`src/rtl/i8085_pkg.sv`:
```
// Shared types for the 8085 bus-cycle sequencer: machine-cycle kinds,
// sequencer states, one-hot T-state codes and the status-pin encoding.
package i8085_pkg;

    typedef enum logic [2:0] {
        MC_OF   = 3'd0,
        MC_MR   = 3'd1,
        MC_MW   = 3'd2,
        MC_IOR  = 3'd3,
        MC_IOW  = 3'd4,
        MC_INTA = 3'd5,
        MC_HALT = 3'd6
    } mc_type_t;

    typedef enum logic [3:0] {
        TS_RESET = 4'd0,
        TS_T1    = 4'd1,
        TS_T2    = 4'd2,
        TS_TW    = 4'd3,
        TS_T3    = 4'd4,
        TS_T4    = 4'd5,
        TS_T5    = 4'd6,
        TS_T6    = 4'd7,
        TS_HALT  = 4'd8
    } tstate_e;

    // One-hot T-state word seen by the decoder: {T1,T2,T3,T4,T5,T6,TRESET}
    localparam logic [6:0] TOH_T1    = 7'b100_0000;
    localparam logic [6:0] TOH_T2    = 7'b010_0000;
    localparam logic [6:0] TOH_T3    = 7'b001_0000;
    localparam logic [6:0] TOH_T4    = 7'b000_1000;
    localparam logic [6:0] TOH_T5    = 7'b000_0100;
    localparam logic [6:0] TOH_T6    = 7'b000_0010;
    localparam logic [6:0] TOH_RESET = 7'b000_0001;

    // {IO/M, S1, S0} driven for each machine-cycle kind
    function automatic logic [2:0] status_code(input mc_type_t t);
        logic [2:0] code;
        code = 3'b000;
        case (t)
            MC_OF:   code = 3'b011;
            MC_MR:   code = 3'b010;
            MC_MW:   code = 3'b001;
            MC_IOR:  code = 3'b110;
            MC_IOW:  code = 3'b101;
            MC_INTA: code = 3'b111;
            default: code = 3'b000;
        endcase
        return code;
    endfunction

    // Wait states keep reporting T2; halt reports the idle code
    function automatic logic [6:0] tstate_onehot(input tstate_e s);
        logic [6:0] oh;
        oh = TOH_RESET;
        case (s)
            TS_T1:   oh = TOH_T1;
            TS_T2:   oh = TOH_T2;
            TS_TW:   oh = TOH_T2;
            TS_T3:   oh = TOH_T3;
            TS_T4:   oh = TOH_T4;
            TS_T5:   oh = TOH_T5;
            TS_T6:   oh = TOH_T6;
            default: oh = TOH_RESET;
        endcase
        return oh;
    endfunction

endpackage

```
`src/rtl/bus_status_enc.sv`:
```
// Combinational decode of a machine-cycle kind into status pins and
// read/write strobe class.
module bus_status_enc
    import i8085_pkg::*;
(
    input  mc_type_t   mc_type_i,
    output logic [2:0] status_o,
    output logic       is_read_o,
    output logic       is_write_o
);

    // Status pins plus which strobe (if any) the cycle uses
    always_comb begin
        status_o   = status_code(mc_type_i);
        is_read_o  = 1'b0;
        is_write_o = 1'b0;
        case (mc_type_i)
            MC_OF, MC_MR, MC_IOR, MC_INTA: is_read_o  = 1'b1;
            MC_MW, MC_IOW:                 is_write_o = 1'b1;
            default: begin
                is_read_o  = 1'b0;
                is_write_o = 1'b0;
            end
        endcase
    end

endmodule

```
`src/rtl/bus_cycle_ctrl.sv`:
```
// 8085 external bus machine-cycle sequencer. Steps one machine cycle per
// accepted request through T1..T6/TW, drives the bus pins and captures
// opcode / read data for the instruction decoder.
module bus_cycle_ctrl
    import i8085_pkg::*;
#(
    parameter int MAX_WAIT = 16
) (
    input  logic        phi1,
    input  logic        resetn,
    input  logic        req_valid,
    output logic        req_ready,
    input  mc_type_t    req_type,
    input  logic        req_long,
    input  logic [15:0] req_addr,
    input  logic [7:0]  req_wdata,
    input  logic        halt_wake,
    input  logic        ready,
    input  logic [7:0]  ad_in,
    output logic [7:0]  ad_out,
    output logic        ad_oe,
    output logic [7:0]  a_hi,
    output logic        ale,
    output logic        rdn,
    output logic        wrn,
    output logic        iomn,
    output logic        s1,
    output logic        s0,
    output logic [7:0]  rdata,
    output logic        done,
    output logic [7:0]  instr,
    output logic        instr_load,
    output logic [6:0]  t_state,
    output logic        wait_timeout
);

    localparam int CW = $clog2(MAX_WAIT + 2);
    // With MAX_WAIT = 0 the counter only saturates at all-ones and never flags
    localparam logic [CW-1:0] WAIT_SAT = (MAX_WAIT == 0) ? {CW{1'b1}} : CW'(MAX_WAIT);

    tstate_e       state_q, state_d;
    mc_type_t      type_q;
    logic          long_q, rd_q, wr_q;
    logic [2:0]    status_q;
    logic [7:0]    ad_out_q, a_hi_q, wdata_q;
    logic [7:0]    rdata_q, instr_q;
    logic          done_q, done_d;
    logic          instr_load_q;
    logic          wait_timeout_q, timeout_d;
    logic          req_ready_q, req_ready_d;
    logic [CW-1:0] wait_cnt_q, wait_cnt_d;

    logic          accept;
    logic          is_of;
    logic          strobe_phase;
    logic [2:0]    enc_status;
    logic          enc_rd, enc_wr;

    assign accept = req_valid && req_ready_q;
    assign is_of  = (type_q == MC_OF);

    bus_status_enc u_status_enc (
        .mc_type_i  (req_type),
        .status_o   (enc_status),
        .is_read_o  (enc_rd),
        .is_write_o (enc_wr)
    );

    // Sequencer state and wait counter registers
    always_ff @(posedge phi1 or negedge resetn) begin
        if (!resetn) begin
            state_q        <= TS_RESET;
            wait_cnt_q     <= '0;
            req_ready_q    <= 1'b0;
            done_q         <= 1'b0;
            wait_timeout_q <= 1'b0;
        end else begin
            state_q        <= state_d;
            wait_cnt_q     <= wait_cnt_d;
            req_ready_q    <= req_ready_d;
            done_q         <= done_d;
            wait_timeout_q <= timeout_d;
        end
    end

    // Next state, wait counting and the registered handshake/pulse inputs
    always_comb begin
        state_d    = state_q;
        wait_cnt_d = wait_cnt_q;
        case (state_q)
            TS_RESET: if (accept) state_d = TS_T1;
            TS_T1: begin
                wait_cnt_d = '0;
                state_d    = (type_q == MC_HALT) ? TS_HALT : TS_T2;
            end
            TS_T2: begin
                if (ready) begin
                    state_d = TS_T3;
                end else begin
                    state_d    = TS_TW;
                    wait_cnt_d = CW'(1);
                end
            end
            TS_TW: begin
                if (ready) begin
                    state_d    = TS_T3;
                    wait_cnt_d = '0;
                end else if (wait_cnt_q != WAIT_SAT) begin
                    wait_cnt_d = wait_cnt_q + 1'b1;
                end
            end
            TS_T3: begin
                wait_cnt_d = '0;
                if (is_of)       state_d = TS_T4;
                else if (accept) state_d = TS_T1;
                else             state_d = TS_RESET;
            end
            TS_T4: begin
                if (long_q)      state_d = TS_T5;
                else if (accept) state_d = TS_T1;
                else             state_d = TS_RESET;
            end
            TS_T5: state_d = TS_T6;
            TS_T6: state_d = accept ? TS_T1 : TS_RESET;
            TS_HALT: if (halt_wake) state_d = TS_RESET;
            default: state_d = TS_RESET;
        endcase

        // Ready is offered while idle and during the last T-state of a cycle
        req_ready_d = (state_d == TS_RESET) ||
                      (state_d == TS_T3 && !is_of) ||
                      (state_d == TS_T4 && is_of && !long_q) ||
                      (state_d == TS_T6);

        done_d = (state_q == TS_T3 && !is_of) ||
                 (state_q == TS_T4 && !long_q) ||
                 (state_q == TS_T6) ||
                 (state_q == TS_HALT && halt_wake);

        timeout_d = (MAX_WAIT != 0) && (state_d == TS_TW) &&
                    (wait_cnt_d == WAIT_SAT) && (wait_cnt_q != WAIT_SAT);
    end

    // Request latch, address/data bus registers and read capture
    always_ff @(posedge phi1 or negedge resetn) begin
        if (!resetn) begin
            type_q       <= MC_HALT;
            long_q       <= 1'b0;
            rd_q         <= 1'b0;
            wr_q         <= 1'b0;
            status_q     <= 3'b000;
            ad_out_q     <= 8'h00;
            a_hi_q       <= 8'h00;
            wdata_q      <= 8'h00;
            rdata_q      <= 8'h00;
            instr_q      <= 8'h00;
            instr_load_q <= 1'b0;
        end else begin
            instr_load_q <= 1'b0;
            if (accept) begin
                type_q   <= req_type;
                long_q   <= req_long && (req_type == MC_OF);
                rd_q     <= enc_rd;
                wr_q     <= enc_wr;
                status_q <= enc_status;
                ad_out_q <= req_addr[7:0];
                a_hi_q   <= req_addr[15:8];
                wdata_q  <= req_wdata;
            end
            if (state_q == TS_T1 && wr_q) begin
                ad_out_q <= wdata_q;
            end
            if (state_q == TS_T3) begin
                if (rd_q) rdata_q <= ad_in;
                if (type_q == MC_OF || type_q == MC_INTA) begin
                    instr_q      <= ad_in;
                    instr_load_q <= 1'b1;
                end
            end
        end
    end

    // Strobes and bus enables decoded from the current state
    always_comb begin
        strobe_phase = (state_q == TS_T2) || (state_q == TS_TW) || (state_q == TS_T3);
        ale          = (state_q == TS_T1);
        rdn          = !(strobe_phase && rd_q);
        wrn          = !(strobe_phase && wr_q);
        ad_oe        = (state_q == TS_T1) || (strobe_phase && wr_q);
    end

    assign req_ready      = req_ready_q;
    assign ad_out         = ad_out_q;
    assign a_hi           = a_hi_q;
    assign {iomn, s1, s0} = status_q;
    assign rdata          = rdata_q;
    assign done           = done_q;
    assign instr          = instr_q;
    assign instr_load     = instr_load_q;
    assign wait_timeout   = wait_timeout_q;
    assign t_state        = tstate_onehot(state_q);

endmodule

```
`config.mk`:
```
export PLATFORM = sky130hd
export DESIGN_NAME = bus_cycle_ctrl
export DESIGN_NICKNAME = d
export VERILOG_FILES = /design/src/rtl/i8085_pkg.sv /design/src/rtl/bus_status_enc.sv /design/src/rtl/bus_cycle_ctrl.sv
export SDC_FILE = /design/constraint.sdc
export NUM_CORES = 1
export LEC_CHECK = 0
export ABC_CLOCK_PERIOD_IN_PS = 2500
export CORE_MARGIN = 2
export CORE_UTILIZATION = 46
export DETAILED_ROUTE_END_ITERATION = 16
export GPL_ROUTABILITY_DRIVEN = 0
export GPL_TIMING_DRIVEN = 0
export PLACE_DENSITY = 0.8
export SYNTH_ARGS = -nofsm -noshare
export SYNTH_HDL_FRONTEND = slang
export SYNTH_HIERARCHICAL = 1
export SYNTH_SLANG_ARGS = --single-unit
```
`constraint.sdc`:
```
create_clock -name phi1 -period 2.5 [get_ports phi1]
set_clock_uncertainty 0.15 [all_clocks]
set_input_delay 0.5 -clock phi1 [delete_from_list [all_inputs] [get_ports phi1]]
set_output_delay 0.5 -clock phi1 [all_outputs]
set_load 0.005 [all_outputs]
```
==> results.ini <==
[clocking]
cts_made_buffers = 9
clkLatencyLatePin_ps = 330
cts_tree = done
path_clk_slew_ps = 70
clock_sinks = 62
clockBufferDepth = 2
htreeDepth = 3
cts_root_buffer = clkbuf_8

[finish]
areaGrowthSynthToFinish_pct = 46.9
drive_gt1_frac = 0.275
utilization = 0.700
n_antenna_cell = 0
nNetsFinal = 381

[worst_setup_path]
crit_arrival_ps = 1790
path_cells = buf_4, nor2_2, nand3_2, inv_2, clkdlybuf4s50_1
r2r_start = wait_cnt_q[0]
cp.required_ps = 1850
path_max_fanout = 5
critical_path_class = reg -> out
reg2reg_depth = 7
end_kind = primary output
crit_path_start_kind = flop
reg2reg_slack_ps = 180
r2r_end = wait_timeout
cp_num_buf_inv = 3
crit_family = buffers and inverters
worst_path_max_delay_cell = clkdlybuf4s50_1
worst_path_largest_cell_delay_ps = 500

[power_and_ir_drop]
seqPwrFrac = 0.370
power.switching_mw = 1.44
peakVddDrop_mv = 0.711
combPwrFrac = 0.447
p_int_mw = 3.24
switching_share = 0.308
p_per_area_mw_per_mm2 = 1130
pwr-share-clk = 0.183
power_leakage_nw = 1.84

[placement]
pre_cts_slack_ps = -207
hpwlAfterDp_um = 4590
port_buffers = 90

[yosys]
syn_area_per_cell_um2 = 12.4
syn_area_mm2 = 0.00282
synth.top_cell.area_share = 0.532
synth_fp_nets = 271
ys_ff_latch = 62
synthCells = 228
ys_dominant_reg_cell = dfrtp_1
synthTopCellsByCount = dfrtp_1, mux2_2, nand2_1
ys.warnings.count = 6
yosys.cell_types.count = 51
async_reset_ff_frac = 1.00
synth_area_leader_cell = dfrtp_1
synthTopCellsByArea = dfrtp_1, mux2_2, mux2i_1, nand2_1, o21ai_0
yosysMostFrequentCell = dfrtp_1
ys_seq_area_frac = 0.551
synth-edff-count = 0

[timing]
max_slew_margin = 0.469
setup_viol = 0
whs_ps = 29.6
final_max_slew_viol_count = 0
fin_crit_ps = 2440
fmax_mhz = 409
finalSetupTns_ps = 0
setup_slack_ps = 57.2
worstMarginPinSlew_ps = 792
hold_viol = 0
period_share = 0.977

[run]
maxCapViolCount = 0

[global_route]
grt_use_met1 = 0.247
grt_start_max_net_pins = 37
antenna_found_initial = 0
grt-ovfl-total = 0
grt_pass1_vias = 2246
grt_use_total = 0.202
grt_busiest_layer = met2
use_met3 = 0.0543
grt_first_pass_wirelength_um = 10200
met2_usage = 0.331

[routing]
drt-wirelength-per-cell_um = 15.5
vias_per_cell = 5.36
ant_nets = 0
vias = 2235
drt-pass1-iter-count = 4
drc = 0
drt_wl_total_um = 6480
drt_iter0_drc = 73

[run_status]
run_status = finished clean

[die]
ioPinCount = 91
dieArea_mm2 = 0.00677
rows = 28
start_util = 0.476
core_area_mm2 = 0.00592
die_w_um = 82.3
fp.dieH_um = 82.3

[min_path]
min_path_type = in -> async

## registers in the layout (all words and copies together), names as in the netlist, 3 cells and up
| name | flops |
|---|---|
| wait_cnt_q | 5 |
| wdata_q | 8 |
| status_q | 3 |
| rdata | 8 |
| instr | 8 |
| state_q | 4 |
| a_hi | 8 |
| ad_out | 8 |
| type_q | 3 |
## routing by layer
metal  vias to the layer above  wire length, µm
met1                      1117             2780
met3                         6              347
met2                        68             3280
li1                       1044                -
met4                         0               68
met5                         -                0
## through the flow
step	std cells	total power, mW	instance area [µm²]
after floorplan	228	2.66	2820
after global placement	393	3.66	3810
after detailed placement	394	3.72	3830
after CTS	413	4.66	4080
after global routing	417	4.98	4140
final	417	4.68	4140
## repair_timing
| action | 4_1_cts | 5_1_grt |
|---|---|---|
| pin swaps | 0 | 1 |
| endpoints found under the hold margin | 0 | 0 |
| gates resized for setup | 17 | 13 |
| buffers inserted | 4 | 4 |
| hold buffers | 0 | 0 |
| endpoints found under the setup margin | 10 | 10 |
## worst max path at each step
| stage | from | end | slack, ps | cells after the start |
|---|---|---|---|---|
| after floorplan | wait_cnt_q[0] | wait_timeout | 420 | 7 |
| after global placement | resetn | a_hi[2] | -1190 | 1 |
| after detailed placement | state_q[1] | ad_oe | -210 | 6 |
| after CTS | state_q[2] | ad_oe | -80 | 6 |
| after global routing | state_q[1] | t_state[4] | -20 | 5 |
| final | state_q[1] | t_state[4] | 60 | 5 |
## layout by cell type (no fill, tap or decap), drive strengths merged, types with 3 or more instances in the layout
| cell | instances |
|---|---|
| nand2b | 4 |
| mux2i | 8 |
| clkbuf | 18 |
| nand2 | 17 |
| a21oi | 6 |
| nor3 | 4 |
| dfrtp | 60 |
| mux2 | 41 |
| dlymetal6s2s | 5 |
| nor2 | 9 |
| o21ai | 15 |
| buf | 12 |
| or2 | 4 |
| or4b | 3 |
| clkdlybuf4s50 | 81 |
| inv | 8 |
## worst reg2reg max path, stage by stage, from the launching register on
cell,delay [ps]
dfrtp_1,450
inv_1,90
ha_1,170
nor4bb_2,320
a21oi_1,140
o221a_2,270
or4b_1,490
nor4_2,160
## power groups by stage
stage | Combinational (mW) | Clock, mW | Sequential (mW)
after detailed placement | 1.97 | 0 | 1.75
after global routing | 2.27 | 0.924 | 1.79
after CTS | 2.05 | 0.876 | 1.74
final | 2.09 | 0.858 | 1.73
after floorplan | 0.929 | 0 | 1.73
after global placement | 1.93 | 0 | 1.73
## layout make-up
type	instances	area (µm²)
repair buffers	99	981
plain buffers	8	55.1
inverters	8	30.0
clock buffers	11	141
flip-flops and latches	62	1560
well taps	75	93.8
multi-input cells	150	1240
fillers	434	1780
clock inverters	4	47.5
## cell families after synthesis
logic type | synth area share
AOI/OAI and AO/OA | 0.0901
xor gates and xnor gates | 0.00932
adders and majority gates | 0.0169
buffers and inverters | 0.0217
DFF | 0.551
muxes | 0.192
and+or+nand+nor | 0.119
No activity file was read; power rests on OpenSTA's default activity.
